===== src/rtl/comet2_fetch_unit.sv =====
// COMET II fetch: reads 1-2 program words per instruction, valid 1 (one-word) or 2 (two-word) cycles after FETCH1.
// Holds the assembled instruction stable with re low until the decoder takes it; redirect discards any partial fetch.
module comet2_fetch_unit #(
  parameter logic [15:0] RESET_PC = 16'h0000
) (
  input  logic        i_mclk,
  input  logic        i_rst,
  input  logic        i_run,
  output logic        o_re,
  output logic [15:0] o_raddr,
  input  logic [15:0] i_rdata,
  output logic        o_instr_valid,
  input  logic        i_instr_ready,
  output logic [15:0] o_instr_word1,
  output logic [15:0] o_instr_word2,
  output logic        o_instr_len2,
  output logic [15:0] o_instr_pc,
  input  logic        i_redirect,
  input  logic [15:0] i_redirect_pc
);

  typedef enum logic [1:0] {
    S_IDLE,
    S_FETCH1,
    S_FETCH2,
    S_HOLD
  } state_t;

  state_t      r_state;
  state_t      w_state_nxt;
  logic [15:0] r_pc;
  logic [15:0] w_pc_nxt;
  logic [15:0] r_word1;
  logic [15:0] r_word2;
  logic [15:0] r_ipc;
  logic        r_len2;
  logic        w_cap1;
  logic        w_cap2;
  logic        w_two;

  // Opcodes that carry an adr word after the opcode word.
  always_comb begin
    w_two = 1'b0;
    case (i_rdata[15:8])
      8'h10, 8'h11, 8'h12,
      8'h20, 8'h21, 8'h22, 8'h23,
      8'h30, 8'h31, 8'h32,
      8'h40, 8'h41,
      8'h50, 8'h51, 8'h52, 8'h53,
      8'h61, 8'h62, 8'h63, 8'h64, 8'h65, 8'h66,
      8'h70, 8'h80, 8'hF0: w_two = 1'b1;
      default:             w_two = 1'b0;
    endcase
  end

  always_comb begin
    w_state_nxt   = r_state;
    w_pc_nxt      = r_pc;
    w_cap1        = 1'b0;
    w_cap2        = 1'b0;
    o_re          = 1'b0;
    o_instr_valid = 1'b0;
    case (r_state)
      S_IDLE: begin
        if (i_run) w_state_nxt = S_FETCH1;
      end
      S_FETCH1: begin
        o_re        = 1'b1;
        w_cap1      = 1'b1;
        w_pc_nxt    = r_pc + 16'd1;
        w_state_nxt = w_two ? S_FETCH2 : S_HOLD;
      end
      S_FETCH2: begin
        o_re        = 1'b1;
        w_cap2      = 1'b1;
        w_pc_nxt    = r_pc + 16'd1;
        w_state_nxt = S_HOLD;
      end
      S_HOLD: begin
        o_instr_valid = 1'b1;
        if (i_instr_ready) w_state_nxt = i_run ? S_FETCH1 : S_IDLE;
      end
      default: w_state_nxt = S_IDLE;
    endcase
    // A redirect wins over the handshake; a concurrent accept still counts as consumed.
    if (i_redirect) begin
      w_pc_nxt    = i_redirect_pc;
      w_cap1      = 1'b0;
      w_cap2      = 1'b0;
      w_state_nxt = i_run ? S_FETCH1 : S_IDLE;
    end
  end

  always_ff @(posedge i_mclk) begin
    if (i_rst) begin
      r_state <= S_IDLE;
      r_pc    <= RESET_PC;
      r_word1 <= 16'h0000;
      r_word2 <= 16'h0000;
      r_ipc   <= 16'h0000;
      r_len2  <= 1'b0;
    end else begin
      r_state <= w_state_nxt;
      r_pc    <= w_pc_nxt;
      if (w_cap1) begin
        r_word1 <= i_rdata;
        r_ipc   <= r_pc;
        r_word2 <= 16'h0000;
        r_len2  <= 1'b0;
      end
      if (w_cap2) begin
        r_word2 <= i_rdata;
        r_len2  <= 1'b1;
      end
    end
  end

  assign o_raddr       = r_pc;
  assign o_instr_word1 = r_word1;
  assign o_instr_word2 = r_word2;
  assign o_instr_len2  = r_len2;
  assign o_instr_pc    = r_ipc;

endmodule


===== config.mk =====
export PLATFORM = sky130hd
export DESIGN_NAME = comet2_fetch_unit
export DESIGN_NICKNAME = d
export VERILOG_FILES = /design/src/rtl/comet2_fetch_unit.sv
export SDC_FILE = /design/constraint.sdc
export NUM_CORES = 1
export LEC_CHECK = 0
export CELL_PAD_IN_SITES_DETAIL_PLACEMENT = 2
export CELL_PAD_IN_SITES_GLOBAL_PLACEMENT = 2
export CORE_MARGIN = 1
export CORE_UTILIZATION = 24
export CTS_BUF_LIST = sky130_fd_sc_hd__clkbuf_16
export CTS_CLUSTER_SIZE = 28
export DETAILED_ROUTE_END_ITERATION = 10
export PLACE_DENSITY = 0.81
export SLEW_MARGIN = 20
export SYNTH_ARGS = -nofsm -noshare
export SYNTH_HDL_FRONTEND = slang
export SYNTH_SLANG_ARGS = --single-unit

===== constraint.sdc =====
create_clock -name i_mclk -period 2.47 [get_ports i_mclk]
set_input_delay 0.494 -clock i_mclk [delete_from_list [all_inputs] [get_ports i_mclk]]
set_output_delay 0.494 -clock i_mclk [all_outputs]
set_load 0.1 [all_outputs]

==> impl_results.md <==
- Synth area leader: dfxtp_1
- Crit-path cells: inv_1 -> ha_2 -> buf_4 -> buf_12
- Depth of the CTS H-tree: 3
- Mapped Area: 2775 sq um
- GP Congestion: 0.6979
- Warning count from the yosys run: 0
- Cells on worst reg2reg path: 7
- Initial Utilization: 25.16%
- Tcrit/Tclk final: 82.31%
- Post-CTS Setup Inserts: 0
- PD cells: 717.9 nW/um^2
- GRT Util Overall: 17.17%
- Hold WC Path Type: flop to flop
- Synth-to-Final Area Change: 46.21%
- Core box area: 11030 sq um
- # fillers: 1264
- Die span in y: 109.5 microns
- Status: finished clean
- DR WL/cell: 16.99 microns
- Leakage: 1.648 nW
- PortBufs: 103
- Peak supply drop: 0.3053 mV
- Detailed-placement wirelength estimate: 7.090 mm
- Largest net degree at the start of global routing: 58
- Reg2reg setup slack: 500 ps
- First-pass GRT wire length: 15.47 mm
- Std-Cell Rows: 38
- Initial antenna violation count: 0
- Worst r2r src: r_state[1]
- Via density per instance: 4.795
- Most common cell after layout, fill and taps aside: nand2_1
- Antenna diode count: 0
- Max_cap viols: 0
- Clk buf depth: 2
- Share of the synthesized area in the top cell type: 48.33%
- Register area share after synthesis: 48.33%
- Drc violations: 0
- CTS tree: done
- Hold_buf cts: 0
- Worst setup path start: r_state[1]
- Commonest non-fill, non-tap cells in the layout: nand2_1, buf_4, dfxtp_1
- Critical Path End: o_re
- Slowest-stage cell, CP: dfxtp_1
- Synthesized flop and latch total: 67
- RSZ-0062 raised after global routing: no
- FMAX: 0.4919 GHz
- DP Area: 3807 sq um
- GR Overflow Total: 0
- Vias in the first global route: 3010
- Netlist cell types: 34
- First-pass DRT Iterations: 4
- Peak per-stage delay on the critical path: 400 ps
- Total CTS buffers: 9
- Fin crit period: 2033 ps
- Hold Vio Cnt, Final: 0
- Detailed-route wire length: 9.870 mm
- Syn_area_per_cell: 8.284 sq um
- Syn Nets: 378
- Final Instance Area: 4058 sq um
- Worst-path clk slew: 50 ps
- Layout cells sized above 1: 21.54%
- Final setup viols: 0
- Post-cts resize count: 0
- Slew headroom: 68.45%
- Max FO, Critical Path: 9
- Die Wd: 109.5 microns
- Worst skew pair latency: 330 ps
- Final Skew: 4.297 ps
- Total Negative Setup Slacks: 0 ps
- Multi-input logic area: 1306 sq um
- Startpoint Class: flop
- FF/Latch Area: 1341 sq um
- CTS Sinks: 67
- Worst EP required: 1980 ps
- Slew @ Worst Pin: 472.2 ps
- CP endpoint kind: primary output
- CP Class: flop to primary output
- Drt initial violations: 71
- Worst R2R End: o_raddr[13]
- Root Driver: clkbuf_16
- Die ar.: 12000 sq um
- Vias: 2786
- Critical path arrival: 1540 ps
- Cell count after synthesis: 335
- Max-slew violation total from the final report: 0
- Fin nets: 480
- I/O pin count: 104
- Final antenna-violating net count: 0
- Top cells by area, synth: dfxtp_1, nand2_1, a21oi_1
state kept, by name (all words and copies together), names as in the netlist:
name / cells
o_instr_len2: 1
o_instr_pc: 16
o_instr_word1: 16
r_state: 2
o_instr_word2: 16
o_raddr: 16
worst max-delay path: cells and delay by family, from the launching register on:
| family | cells | cell delay [ps] |
|---|---|---|
| buffers and inverters | 3 | 470 |
| DFF | 1 | 400 |
| adders and majority gates | 1 | 340 |
layer usage:
layer | vias up | track usage [%] | part of all wire (%)
met5 | - | 0 | 0
met4 | 0 | 6.857 | 1.6
met3 | 8 | 2.845 | 3.3
met2 | 56 | 31.09 | 52
met1 | 1381 | 20.02 | 43
li1 | 1341 | - | -
metrics by stage:
step,utilization (%),power [mW],setup WS (ps),hold slack (ps),cells
after floorplan,-,1.619,123.0,513.6,335
after global placement,34.52,1.813,361.7,441.9,566
after detailed placement,34.52,1.830,355.3,457.3,566
after CTS,36.79,2.951,422.3,464.9,581
after global routing,36.79,3.042,339.9,482.7,581
final,36.79,2.913,437.0,457.5,581
cell type report:
class                   count  area share, %
flip-flops and latches     67          33.06
inverters                   5         0.4625
well taps                 140          4.317
repair buffers            114          23.81
multi-input cells         240          32.19
clock inverters             6         0.6167
clock buffers               9          5.550
logic make-up after synthesis:
family	synth area share (%)
AO/OA/AOI/OAI	15.64
XOR/XNOR	4.734
adder cells (fa/ha/maj)	2.705
buffers and inverters	4.959
flip-flops	48.33
multiplexers	1.082
AND/OR/NAND/NOR	22.54
worst min path at each step:
| stage | start | to | slack [ps] | cells past startpoint |
|---|---|---|---|---|
| final | o_instr_word1[10] | o_instr_word1[10] | 460 | 2 |
| after CTS | o_instr_pc[3] | o_instr_pc[3] | 460 | 2 |
| after global placement | o_instr_word1[3] | o_instr_word1[3] | 440 | 2 |
| after floorplan | r_state[1] | r_state[1] | 510 | 2 |
| after global routing | o_instr_pc[7] | o_instr_pc[7] | 480 | 2 |
| after detailed placement | o_instr_pc[3] | o_instr_pc[3] | 460 | 2 |
Yosys cell counts (all sizes together):
| master | count |
|---|---|
| a2111oi | 1 |
| a211oi | 5 |
| a21oi | 44 |
| a22oi | 17 |
| a31oi | 1 |
| and3 | 5 |
| and4 | 3 |
| buf | 9 |
| clkbuf | 14 |
| dfxtp | 67 |
| ha | 6 |
| inv | 5 |
| mux2i | 3 |
| nand2 | 80 |
| nand3 | 8 |
| nand3b | 1 |
| nand4 | 6 |
| nand4b | 1 |
| nor2 | 33 |
| nor2b | 2 |
| nor3 | 2 |
| nor4 | 1 |
| nor4bb | 1 |
| o2111ai | 1 |
| o22ai | 2 |
| o31ai | 1 |
| or2 | 1 |
| xnor2 | 4 |
| xor2 | 11 |
report_power, final:
part / internal [mW] / leakage (nW) / switching, mW
combinational: 0.177 / 0.974 / 0.461
clock: 0.655 / 0.129 / 0.455
sequential: 1.12 / 0.545 / 0.0428
total: 1.95 / 1.65 / 0.958
Power figures use the tool's default switching activity.
